**config.mk**
```make
export PLATFORM = sky130hd
export DESIGN_NAME = cpu_debug_run_ctrl
export DESIGN_NICKNAME = d
export VERILOG_FILES = /design/src/rtl/cpu_debug_run_ctrl.sv
export SDC_FILE = /design/constraint.sdc
export NUM_CORES = 1
export LEC_CHECK = 0
export ABC_AREA = 1
export CAP_MARGIN = 15
export CORE_MARGIN = 3
export CORE_UTILIZATION = 42
export DETAILED_ROUTE_END_ITERATION = 6
export GPL_ROUTABILITY_DRIVEN = 0
export HOLD_SLACK_MARGIN = 0.06
export PLACE_DENSITY = 0.72
export SLEW_MARGIN = 15
export SYNTH_ARGS = -nofsm -noshare
export SYNTH_HDL_FRONTEND = slang
export SYNTH_SLANG_ARGS = --single-unit
```
**constraint.sdc**
```tcl
create_clock -name i_w_clk -period 1.7 [get_ports i_w_clk]
set_input_delay 0.17 -clock i_w_clk [delete_from_list [all_inputs] [get_ports i_w_clk]]
set_output_delay 0.17 -clock i_w_clk [all_outputs]
set_load 0.02 [all_outputs]
```
**src/rtl/cpu_debug_run_ctrl.sv**
```systemverilog
// rtl/cpu_debug_run_ctrl.sv - run/step/breakpoint sequencer producing CPU clock-enable pulses
module cpu_debug_run_ctrl #(
    parameter int p_address_width = 10,
    parameter int p_divisor       = 4,
    parameter int p_no_cycles     = 1,
    parameter int p_sync_stages   = 2
) (
    input  logic                       i_w_clk,
    input  logic                       i_w_reset,
    input  logic                       i_w_step,
    input  logic                       i_w_run,
    input  logic                       i_w_halt,
    input  logic                       i_w_bp_en,
    input  logic [p_address_width-1:0] i_w_bp_addr,
    input  logic [p_address_width-1:0] i_w_pc,
    output logic                       o_w_cpu_ce,
    output logic [1:0]                 o_w_state,
    output logic                       o_w_bp_hit,
    output logic [15:0]                o_w_step_count
);

    localparam int lp_presc_w = (p_divisor > 1) ? $clog2(p_divisor) : 1;
    localparam int lp_cnt_w   = $clog2(p_no_cycles + 1);
    localparam logic [lp_presc_w-1:0] lp_presc_max = lp_presc_w'(p_divisor - 1);
    localparam logic [lp_cnt_w-1:0]   lp_cnt_load  = lp_cnt_w'(p_no_cycles);

    typedef enum logic [1:0] {
        S_HALT  = 2'd0,
        S_STEP  = 2'd1,
        S_RUN   = 2'd2,
        S_BREAK = 2'd3
    } state_t;

    state_t                   r_state;
    state_t                   w_next_state;
    logic [p_sync_stages-1:0] r_sync_step;
    logic [p_sync_stages-1:0] r_sync_run;
    logic [p_sync_stages-1:0] r_sync_halt;
    logic                     r_prev_step;
    logic                     r_prev_run;
    logic                     r_prev_halt;
    logic [lp_presc_w-1:0]    r_presc;
    logic [lp_presc_w-1:0]    w_presc_next;
    logic [lp_cnt_w-1:0]      r_pulses;
    logic [lp_cnt_w-1:0]      w_pulses_next;
    logic                     r_skip_bp;
    logic                     w_skip_next;
    logic                     r_ce;
    logic                     w_pulse;
    logic [15:0]              r_step_count;
    logic                     w_ev_step;
    logic                     w_ev_run;
    logic                     w_ev_halt;
    logic                     w_tick;
    logic                     w_bp_match;

    // Button synchronisers plus one delayed copy of each for rising-edge detection
    always_ff @(posedge i_w_clk or negedge i_w_reset) begin
        if (!i_w_reset) begin
            r_sync_step <= '0;
            r_sync_run  <= '0;
            r_sync_halt <= '0;
            r_prev_step <= 1'b0;
            r_prev_run  <= 1'b0;
            r_prev_halt <= 1'b0;
        end else begin
            r_sync_step <= {r_sync_step[p_sync_stages-2:0], i_w_step};
            r_sync_run  <= {r_sync_run[p_sync_stages-2:0], i_w_run};
            r_sync_halt <= {r_sync_halt[p_sync_stages-2:0], i_w_halt};
            r_prev_step <= r_sync_step[p_sync_stages-1];
            r_prev_run  <= r_sync_run[p_sync_stages-1];
            r_prev_halt <= r_sync_halt[p_sync_stages-1];
        end
    end

    assign w_ev_step  = r_sync_step[p_sync_stages-1] & ~r_prev_step;
    assign w_ev_run   = r_sync_run[p_sync_stages-1] & ~r_prev_run;
    assign w_ev_halt  = r_sync_halt[p_sync_stages-1] & ~r_prev_halt;
    assign w_tick     = (r_presc == lp_presc_max);
    // skip_bp lets a fresh RUN leave a PC that already sits on the breakpoint
    assign w_bp_match = i_w_bp_en && (i_w_pc == i_w_bp_addr) && !r_skip_bp;

    // State, prescaler, pulse budget and registered clock-enable
    always_ff @(posedge i_w_clk or negedge i_w_reset) begin
        if (!i_w_reset) begin
            r_state      <= S_HALT;
            r_presc      <= '0;
            r_pulses     <= '0;
            r_skip_bp    <= 1'b0;
            r_ce         <= 1'b0;
            r_step_count <= '0;
        end else begin
            r_state      <= w_next_state;
            r_presc      <= w_presc_next;
            r_pulses     <= w_pulses_next;
            r_skip_bp    <= w_skip_next;
            r_ce         <= w_pulse;
            r_step_count <= r_step_count + 16'(r_ce);
        end
    end

    // Next-state and pulse decision; halt outranks step, step outranks run
    always_comb begin
        w_next_state  = r_state;
        w_pulse       = 1'b0;
        w_pulses_next = r_pulses;
        w_skip_next   = r_skip_bp;
        w_presc_next  = '0;
        case (r_state)
            S_HALT, S_BREAK: begin
                if (w_ev_halt) begin
                    w_next_state = S_HALT;
                end else if (w_ev_step) begin
                    w_next_state  = S_STEP;
                    w_pulses_next = lp_cnt_load;
                end else if (w_ev_run) begin
                    w_next_state = S_RUN;
                    w_skip_next  = 1'b1;
                end
            end
            S_STEP: begin
                if (w_ev_halt || (r_pulses == '0)) begin
                    w_next_state = S_HALT;
                end else if (w_tick) begin
                    w_pulse       = 1'b1;
                    w_pulses_next = r_pulses - lp_cnt_w'(1);
                end
            end
            S_RUN: begin
                if (w_ev_halt) begin
                    w_next_state = S_HALT;
                end else if (w_tick) begin
                    if (w_bp_match) begin
                        w_next_state = S_BREAK;
                    end else begin
                        w_pulse     = 1'b1;
                        w_skip_next = 1'b0;
                    end
                end
            end
            default: w_next_state = S_HALT;
        endcase
        // Prescaler restarts on every state entry and idles at zero outside STEP/RUN
        if ((w_next_state == r_state) && ((r_state == S_STEP) || (r_state == S_RUN)) && !w_tick) begin
            w_presc_next = r_presc + lp_presc_w'(1);
        end
    end

    assign o_w_cpu_ce     = r_ce;
    assign o_w_state      = r_state;
    assign o_w_bp_hit     = (r_state == S_BREAK);
    assign o_w_step_count = r_step_count;

endmodule
```
* After elaboration in Yosys (flattened, before gate mapping) *
Index checks and enable logic that the tools add are counted.

cells by class
  eq/ne operators = 15
  reductions and logical operators = 14
  add/sub/neg operators = 3
  bitwise gates (word level) = 7
  mux-type cells = 27

operator list
  kind                                            number
  != test 2 bit (second input constant)           9
  adder 16 x 1 -> 16 bit                          1
  2-to-1 mux 2 bit                                8
  2-to-1 mux 1 bit                                15
  == test 10 bit                                  1
  AND reduction 7 bit                             1
  == test 2 bit (second input constant)           3
  case mux 1 bit (2 select lines)                 3
  case mux 2 bit (3 select lines)                 1
  AND reduction 5 bit                             1
  logical AND 1 bit                               4
  NOT 1 bit                                       4
  nonzero test 2 bit                              2
  AND 1 bit                                       3
  adder 2 x 1 -> 2 bit (second input constant)    1
  == test 2 x 1 -> 1 bit (second input constant)  1
  == test 2 bit                                   1
  logical NOT 1 bit                               2
  logical NOT 2 bit                               1
  logical OR 1 bit                                2
  OR reduction 2 bit                              1
  subtractor 1 bit (second input constant)        1

word-level totals
  bits of input ports = 26
  bits in registers = 32
  output and inout bits = 20
  word-level logic and storage cells = 78

* Logic depth before layout (Yosys ltp) *
Gate-level depths: netlist of run 1.

  depth in word-level cells = 11
  depth in mapped cells = 13
  mapped depth without buffers = 13

* Least setup slack after synthesis of run 1 *
Ideal clock, no wire load.

  path type = register -> register
  from = reg r_step_count[0] (netlist: o_w_step_count[0])
  to = reg r_step_count[14] (netlist: o_w_step_count[14])
  clock period less this slack = 1.947 ns
  data required time = 1.571 ns
  path buffers = 0
  arrival time = 1.818 ns
  slack = -0.247 ns
  stages on the path, launching flop included = 11
  setup time = 0.129 ns
  cell sequence = dfrtp_1 ha_1 ha_1 nand2_1 nor2_1 nand3_1 nor3_2 nand3_1 nor2_1 nand3_1 xnor2_1

between the ends
  cells in the longest elaborated chain, start to end = 1

RTL lines
  element                   RTL line  RTL
  start: declaration        50        logic [15:0] r_step_count;
  start signal: assignment  98        r_step_count <= r_step_count + 16'(r_ce);
  adder 16 x 1 -> 16 bit    98

Every way passes these cells.
A chain may end at the register's enable or synchronous reset.

* Worst setup path in the final report of run 1 *
  from = reg r_ce (netlist: o_w_cpu_ce)
  to = reg r_step_count[12] (netlist: o_w_step_count[12])

between the ends
  cells in the longest elaborated chain, start to end = 1

RTL lines
  element                   RTL line  RTL
  start: declaration        48        logic r_ce;
  start signal: assignment  97        r_ce <= w_pulse;
  adder 16 x 1 -> 16 bit    98

Every way passes these cells.

==> flow_summary.json, run 1 <==
{
  "status": "finished, violations left",
  "violations": "setup timing",
  "reg2reg_from": "o_w_cpu_ce$_DFF_PN0_",
  "routed_wl_um": 3521,
  "maxSlewViolCount": 0,
  "grt_usage": 0.1569,
  "fin_tns_setup_ns": -0.08500,
  "timing.slew.headroom": 0.7344,
  "drt-initial-drc-count": 50,
  "grt_max_degree": 33,
  "cp-endpoint": "o_w_step_count[12]$_DFF_PN0_",
  "r2r_slack_ns": -0.04,
  "insertion_delay_ns": 0.28,
  "tightest_slew_ns": 0.3984,
  "layout_common_cells": "clkdlybuf4s50_1 (44), nand2_1 (41), inv_1 (30), dfrtp_1 (30), buf_4 (20)",
  "core_mm2": 0.003521,
  "combPwrFrac": 0.425,
  "nets": 293,
  "end_kind": "register",
  "ys_ff_latch": 32,
  "utilization": 0.7182,
  "hpwlAfterDp_um": 2460,
  "r2r_end": "o_w_step_count[12]$_DFF_PN0_",
  "fmax_mhz": 574.7,
  "antenna_cells": 0,
  "finClkSkew_ns": 0.003211,
  "setup_ws_ns": -0.03994,
  "grt_overflow": 0,
  "switching_share": 0.3496,
  "syn_inst": 185,
  "num_vias": 1392,
  "ir_worst_vdd_v": 0.0007083,
  "htreeDepth": 2,
  "period_needed_ns": 1.740,
  "total_power_mw": 2.584,
  "dieArea_mm2": 0.004619,
  "rows": 21,
  "yosysWarnings": 0,
  "drc": 0,
  "dp_cells": 290,
  "cellLeakagePower_nw": 1.274,
  "grt_pass1_wl_um": 5264,
  "mostFrequentLayoutCell": "clkdlybuf4s50_1",
  "p_clk_frac": 0.231,
  "dr.pass1.iters": 4,
  "cts_buffers": 5,
  "cts_tree": "done",
  "startpoint": "o_w_cpu_ce$_DFF_PN0_",
  "drive_above_1_share": 0.2443,
  "finalSetupViolCount": 3,
  "cts_root_buf": "clkbuf_8",
  "ys_types": 24,
  "crit_fanout": 2,
  "p_sw_uw": 903.5,
  "start_util": 0.4581,
  "clock-sinks": 32,
  "arrival_ns": 1.95,
  "die_w_um": 67.97,
  "cap_violations": 0,
  "io_buffer_count": 45,
  "antenna_found_initial": 0,
  "area_growth_pct": 56.79,
  "die_h_um": 67.97,
  "fin_cells": 308,
  "fin_crit_sh": 1.023,
  "internal-power_mw": 1.681,
  "yosysSeqAreaShare": 0.4965,
  "crit_required_ns": 1.91,
  "reg2reg_depth": 10,
  "postRouteAntennaNets": 0,
  "wl_per_cell_um": 11.43,
  "syn_avg_cell_area_um2": 8.718,
  "synth_area_mm2": 0.001613,
  "path_clk_slew_ns": 0.06,
  "via_per_inst": 4.519,
  "p_per_area_mw_per_mm2": 1022,
  "setup.worst_path.class": "register to register",
  "cts.path.max_buffers": 2,
  "worst_setup_path_start_kind": "register",
  "synth_nets": 217,
  "finalHoldViolCount": 0,
  "rsz0062_at_grt": "yes",
  "place_ws_ns": -0.1194,
  "min_path_type": "input pin to async pin",
  "power_frac_seq": 0.344,
  "grt_pass1_vias": 1273,
  "ios": 46
}
-- critical path: stages, from the launching register on --
cell     delay [ns]
dfrtp_2        0.39
ha_4           0.16
ha_4           0.14
nand2_4        0.05
nor2_4         0.13
nand3_2        0.11
nor3_4         0.15
nand3_2        0.14
nor2_4         0.15
buf_6          0.10
xor2_1         0.13
-- power by group through the flow --
stage | Clock (mW) | Sequential (mW) | Combinational, mW
final | 0.596 | 0.890 | 1.10
after global routing | 0.649 | 0.899 | 1.22
after CTS | 0.616 | 0.878 | 0.963
after detailed placement | 0 | 0.897 | 0.912
after global placement | 0 | 0.894 | 0.899
after floorplan | 0 | 0.931 | 0.489
-- registers in the layout, indices dropped and copies added, names as in the netlist --
register / count
o_w_cpu_ce: 1
o_w_state: 2
o_w_step_count: 16
r_presc: 2
r_prev_halt: 1
r_prev_run: 1
r_prev_step: 1
r_pulses: 1
r_skip_bp: 1
r_sync_halt: 2
r_sync_run: 2
r_sync_step: 2
-- area by class of cell --
| class | count | area [um^2] |
|---|---|---|
| inverter | 36 | 148.9 |
| tap | 46 | 57.56 |
| multi-input combinational | 117 | 784.5 |
| fill | 267 | 992.2 |
| sequential | 32 | 803.3 |
| timing repair buffer | 69 | 644.4 |
| clock buffer | 8 | 90.09 |
-- per-stage QoR --
step                      instance area (um^2)  hold slack (ns)
after floorplan                           1658          -0.1256
after global placement                    2271           0.3317
after detailed placement                  2271           0.3357
after CTS                                 2415           0.2910
after global routing                      2529           0.3003
final                                     2529           0.2749
-- cell usage after synthesis (all sizes together) --
cell type  number  area share
or2             1      0.0054
bufinv          1       0.011
nand3          13       0.047
a32o            1      0.0062
nand4           2      0.0078
inv            35       0.081
ha              6       0.047
nor3            6       0.032
xor2           12       0.065
xnor2           3       0.016
dfrtp          32        0.50
nor2           19       0.049
o21ai           4       0.012
a21oi           3      0.0093
a211oi          1      0.0047
nand2          45        0.11
a31oi           1      0.0039
-- routing by layer --
layer | track usage | share of wire | up-vias
met5 | 0 | 0 | -
met4 | 0.08189 | 0.022 | 0
met3 | 0.05911 | 0.068 | 6
met2 | 0.2587 | 0.51 | 32
met1 | 0.1755 | 0.40 | 631
li1 | - | - | 723
-- cells by family (layout without fill, tap and decap cells) --
family | count (synthesis) | count (layout) | synth area share
compound gates | 10 | 10 | 0.03646
buf+inv | 36 | 113 | 0.09232
simple gates | 86 | 86 | 0.2467
fa+ha+maj | 6 | 6 | 0.04655
flops | 32 | 32 | 0.4965
xor+xnor | 15 | 15 | 0.08146
-- timing repair --
item                       4_1_cts  5_1_grt
hold buffers                     0        0
pin swaps                        3        2
setup buffers                    6        5
resized for setup                3       20
setup endpoints to repair        7       10
-- how the worst min path moves through the flow --
stage                              from                           end  slack, ns
5_1_grt                       i_w_reset  o_w_step_count[15]$_DFF_PN0_       0.30
3_5_place_dp   r_sync_step[0]$_DFF_PN0_      r_sync_step[1]$_DFF_PN0_       0.34
4_1_cts                       i_w_reset  o_w_step_count[11]$_DFF_PN0_       0.29
3_3_place_gp   r_sync_halt[0]$_DFF_PN0_      r_sync_halt[1]$_DFF_PN0_       0.33
2_1_floorplan                 i_w_reset          o_w_cpu_ce$_DFF_PN0_      -0.13
6_report                      i_w_reset  o_w_step_count[15]$_DFF_PN0_       0.27
Power figures use the tool's default switching activity.
==> run 2, diff against run 1 <==
--- a/config.mk
+++ b/config.mk
@@ -13,6 +13,7 @@
 export GPL_ROUTABILITY_DRIVEN = 0
 export HOLD_SLACK_MARGIN = 0.06
 export PLACE_DENSITY = 0.72
+export SKIP_LAST_GASP = 1
 export SLEW_MARGIN = 15
 export SYNTH_ARGS = -nofsm -noshare
 export SYNTH_HDL_FRONTEND = slang
==> run 2 against run 1 <==
The flow still finishes with violations (setup timing); die area did not move; highest routed layer unchanged; clock skew barely moved; sequential power barely moved; non-clock buffer count did not move; combinational power barely moved; global-route usage did not move; first-iteration DRC count rose by 8.0%.
==> flow_summary.json, run 2 (same netlist as run 1, synthesis figures left out) <==
{
  "maxSlewViolCount": 0,
  "area_growth_pct": 56.32,
  "insertion_delay_ns": 0.28,
  "mostFrequentLayoutCell": "clkdlybuf4s50_1",
  "layout_common_cells": "clkdlybuf4s50_1 (44), nand2_1 (41), inv_1 (30), dfrtp_1 (30), buf_4 (22)",
  "drt-initial-drc-count": 54,
  "core_mm2": 0.003521,
  "cts_root_buf": "clkbuf_8",
  "dieArea_mm2": 0.004619,
  "ir_worst_vdd_v": 0.0007084,
  "crit_fanout": 2,
  "grt_usage": 0.1569,
  "timing.slew.headroom": 0.7303,
  "violations": "setup timing",
  "hpwlAfterDp_um": 2460,
  "cap_violations": 0,
  "reg2reg_from": "o_w_cpu_ce$_DFF_PN0_",
  "end_kind": "register",
  "cellLeakagePower_nw": 1.272,
  "start_util": 0.4581,
  "die_w_um": 67.97,
  "crit_required_ns": 1.91,
  "cts.path.max_buffers": 2,
  "grt_pass1_wl_um": 5264,
  "drc": 0,
  "rsz0062_at_grt": "yes",
  "via_per_inst": 4.516,
  "routed_wl_um": 3542,
  "antenna_cells": 0,
  "worst_setup_path_start_kind": "register",
  "grt_overflow": 0,
  "period_needed_ns": 1.739,
  "nets": 293,
  "setup_ws_ns": -0.03920,
  "htreeDepth": 2,
  "num_vias": 1391,
  "ios": 46,
  "fmax_mhz": 575.0,
  "rows": 21,
  "cts_buffers": 5,
  "die_h_um": 67.97,
  "r2r_slack_ns": -0.04,
  "postRouteAntennaNets": 0,
  "arrival_ns": 1.95,
  "drive_above_1_share": 0.2443,
  "place_ws_ns": -0.1194,
  "p_per_area_mw_per_mm2": 1026,
  "cts_tree": "done",
  "clock-sinks": 32,
  "min_path_type": "input pin to async pin",
  "io_buffer_count": 45,
  "setup.worst_path.class": "register to register",
  "finClkSkew_ns": 0.003154,
  "grt_max_degree": 33,
  "dr.pass1.iters": 4,
  "fin_crit_sh": 1.023,
  "total_power_mw": 2.586,
  "path_clk_slew_ns": 0.06,
  "antenna_found_initial": 0,
  "largest_reg_flops": 16,
  "reg2reg_depth": 10,
  "finalHoldViolCount": 0,
  "tightest_slew_ns": 0.4045,
  "grt_pass1_vias": 1273,
  "status": "finished, violations left",
  "finalSetupViolCount": 3,
  "fill_cells": 271,
  "r2r_end": "o_w_step_count[12]$_DFF_PN0_",
  "wl_per_cell_um": 11.50
}
==> run 2: cell counts in the layout (fill, tap and decap cells not counted) <==
No cell type changed its count.
==> run 2: how the worst max path moves through the flow <==
stage / depth (start not counted) / from / endpoint
2_1_floorplan: 10 / o_w_step_count[0]$_DFF_PN0_ / o_w_step_count[14]$_DFF_PN0_
3_3_place_gp: 13 / i_w_pc[5] / r_presc[1]$_DFF_PN0_
3_5_place_dp: 13 / i_w_pc[5] / r_presc[1]$_DFF_PN0_
4_1_cts: 10 / o_w_cpu_ce$_DFF_PN0_ / o_w_step_count[14]$_DFF_PN0_
5_1_grt: 10 / o_w_cpu_ce$_DFF_PN0_ / o_w_step_count[12]$_DFF_PN0_
6_report: 10 / o_w_cpu_ce$_DFF_PN0_ / o_w_step_count[12]$_DFF_PN0_
==> run 2: worst max-delay path: stages (launching register included) <==
cell and delay (ns):
dfrtp_2 0.39, ha_4 0.16, ha_4 0.14, nand2_4 0.05, nor2_4 0.13, nand3_2 0.11, nor3_4 0.16, nand3_2 0.14
nor2_4 0.15, buf_6 0.10, xor2_1 0.13
==> run 2: repair_timing <==
action / in CTS / in global routing
setup buffers: 6 / 5
setup endpoints to repair: 7 / 10
hold buffers: 0 / 0
pin swaps: 3 / 3
resized for setup: 2 / 19
gates cloned: 0 / 0
==> run 2: layout make-up <==
cell class                 instances  area (um^2)  share of cell area
sequential                        32        803.3              0.3186
multi-input combinational        117        784.5              0.3112
timing repair buffer              69        636.9              0.2526
inverter                          36        148.9             0.05906
clock buffer                       8        90.09             0.03573
tap                               46        57.56             0.02283
==> run 2: per-layer routing <==
metal / global-route usage / vias up / share of wire
li1: - / 723 / -
met2: 0.2587 / 32 / 0.50
met4: 0.08189 / 0 / 0.022
met5: 0 / - / 0
met1: 0.1755 / 630 / 0.41
met3: 0.05911 / 6 / 0.068
==> run 2: through the flow <==
stage / utilization / area [um^2] / hold slack, ns / setup TNS [ns] / cells
after floorplan: - / 1658 / -0.1256 / -0.1415 / 185
after CTS: 0.6844 / 2410 / 0.2910 / -0.04243 / 304
final: 0.7161 / 2521 / 0.2776 / -0.07660 / 308
after global routing: 0.7161 / 2521 / 0.3003 / -0.6154 / 308
after global placement: 0.6450 / 2271 / 0.3317 / -0.1499 / 290
after detailed placement: 0.6450 / 2271 / 0.3357 / -0.3613 / 290
==> run 2: power by group <==
part           switching (mW)  leakage (nW)  internal [mW]
combinational           0.581         0.816          0.518
sequential             0.0568         0.411          0.833
clock                   0.268        0.0455          0.330
total                   0.905          1.27           1.68
==> run 3, diff against run 2 <==
--- a/config.mk
+++ b/config.mk
@@ -13,6 +13,7 @@
 export GPL_ROUTABILITY_DRIVEN = 0
 export HOLD_SLACK_MARGIN = 0.06
 export PLACE_DENSITY = 0.72
+export SKIP_CTS_REPAIR_TIMING = 1
 export SKIP_LAST_GASP = 1
 export SLEW_MARGIN = 15
 export SYNTH_ARGS = -nofsm -noshare
==> run 3 against run 2 <==
The flow still finishes with violations (setup timing); fmax rose by 2.3%; die area did not move; worst setup slack improved by 0.038 ns; flip-flop and latch count did not move; clock-buffer cell count did not move; worst hold slack got worse by 0.0028 ns; total power fell by 1.7%; critical path depth did not move; routed wire length fell by 4.8%; clock power barely moved; clock skew barely moved; largest power group unchanged.
==> flow_summary.json, run 3 (same netlist as run 1, synthesis figures left out) <==
{
  "io_buffer_count": 45,
  "crit_fanout": 2,
  "wl_met1_um": 1408,
  "htreeDepth": 2,
  "crit_required_ns": 1.87,
  "mostFrequentLayoutCell": "clkdlybuf4s50_1",
  "violations": "setup timing",
  "grt_pass1_wl_um": 5140,
  "ir_worst_vdd_v": 0.0007053,
  "insertion_delay_ns": 0.28,
  "total_power_mw": 2.542,
  "fill_cells": 278,
  "cap_violations": 0,
  "die_w_um": 67.97,
  "wl_per_cell_um": 11.13,
  "cts_buffers": 5,
  "layout_common_cells": "clkdlybuf4s50_1 (44), nand2_1 (41), inv_1 (30)",
  "setup.worst_path.class": "register to register",
  "drt-initial-drc-count": 56,
  "num_vias": 1351,
  "grt_usage": 0.1530,
  "fin_area_mm2": 0.002475,
  "grt_max_degree": 33,
  "wl_met3_um": 219,
  "core_mm2": 0.003521,
  "drc": 0,
  "min_path_type": "input pin to async pin",
  "via_per_inst": 4.459,
  "worst_setup_path_start_kind": "register",
  "hpwlAfterDp_um": 2460,
  "finalSetupViolCount": 1,
  "largest_reg_flops": 16,
  "timing.slew.headroom": 0.7381,
  "cts_root_buf": "clkbuf_8",
  "p_per_area_mw_per_mm2": 1027,
  "end_kind": "register",
  "tightest_slew_ns": 0.3928,
  "postRouteAntennaNets": 0,
  "ios": 46,
  "arrival_ns": 1.87,
  "wl_met2_um": 1672,
  "routed_wl_um": 3373,
  "setup_ws_ns": -0.0008251,
  "nets": 288,
  "multi_input_area_um2": 774.5,
  "placed_cell_area_mm2": 0.002271,
  "start_util": 0.4581,
  "rsz0062_at_grt": "yes",
  "antenna_found_initial": 0,
  "place_ws_ns": -0.1194,
  "fin_tns_setup_ns": -0.0008251,
  "antenna_cells": 0,
  "finalHoldViolCount": 0,
  "cts.path.max_buffers": 2,
  "die_h_um": 67.97,
  "grt_overflow": 0,
  "dieArea_mm2": 0.004619,
  "seq_area_um2": 804.5,
  "area_growth_pct": 53.45,
  "cellLeakagePower_nw": 1.240,
  "grt_pass1_vias": 1226,
  "finClkSkew_ns": 0.003073,
  "cts_tree": "done",
  "rows": 21,
  "dr.pass1.iters": 4,
  "drive_above_1_share": 0.2296,
  "path_clk_slew_ns": 0.06,
  "maxSlewViolCount": 0,
  "top_layer_used": "met4",
  "fin_crit_sh": 1.000,
  "status": "finished, violations left",
  "fmax_mhz": 588.0,
  "period_needed_ns": 1.701,
  "clock-sinks": 32
}
==> run 3: per-stage QoR <==
stage / cells / utilization / hold WS, ns
after floorplan: 185 / - / -0.1256
after global placement: 290 / 0.6450 / 0.3317
after detailed placement: 290 / 0.6450 / 0.3357
after CTS: 298 / 0.6706 / 0.2910
after global routing: 303 / 0.7029 / 0.3004
final: 303 / 0.7029 / 0.2748
==> run 3: metal layers <==
metal / global-route usage / vias up
met5: 0 / -
met4: 0.08189 / 0
met2: 0.2479 / 30
met1: 0.1752 / 604
li1: - / 712
met3: 0.05583 / 5
==> run 3: cell type report <==
type,instances,area share
flip-flops and latches,32,0.3251
repair buffers,64,0.2422
inverters,36,0.06016
multi-input cells,117,0.3129
clock buffers,8,0.03640
well taps,46,0.02326
==> run 3: path summary, 6_finish.rpt <==
path                                         start                      endpoint  slack [ns]  depth (start not counted)
hold reg to reg            r_sync_run[0]$_DFF_PN0_       r_sync_run[1]$_DFF_PN0_        0.35                          0
setup / recovery              o_w_cpu_ce$_DFF_PN0_  o_w_step_count[14]$_DFF_PN0_     -0.0008                         10
hold / removal                           i_w_reset  o_w_step_count[15]$_DFF_PN0_        0.27                          2
max in group asynchronous                i_w_reset   o_w_step_count[0]$_DFF_PN0_        1.11                          2
min in group i_w_clk                      i_w_step      r_sync_step[0]$_DFF_PN0_        0.32                          1
setup reg to reg              o_w_cpu_ce$_DFF_PN0_  o_w_step_count[14]$_DFF_PN0_     -0.0008                         10
==> run 3: worst max-delay path: stages, from the launching register on <==
cell,delay [ns]
dfrtp_2,0.39
ha_4,0.16
ha_4,0.13
nand2_2,0.06
nor2_4,0.11
nand3_2,0.10
nor3_4,0.16
nand3_2,0.14
nor2_4,0.12
nand3_1,0.09
xnor2_1,0.13
==> run 3: report_power, final <==
group / internal [mW] / switching, mW / total (mW)
Sequential: 0.835 / 0.0583 / 0.894
Clock: 0.330 / 0.268 / 0.598
Combinational: 0.490 / 0.560 / 1.05
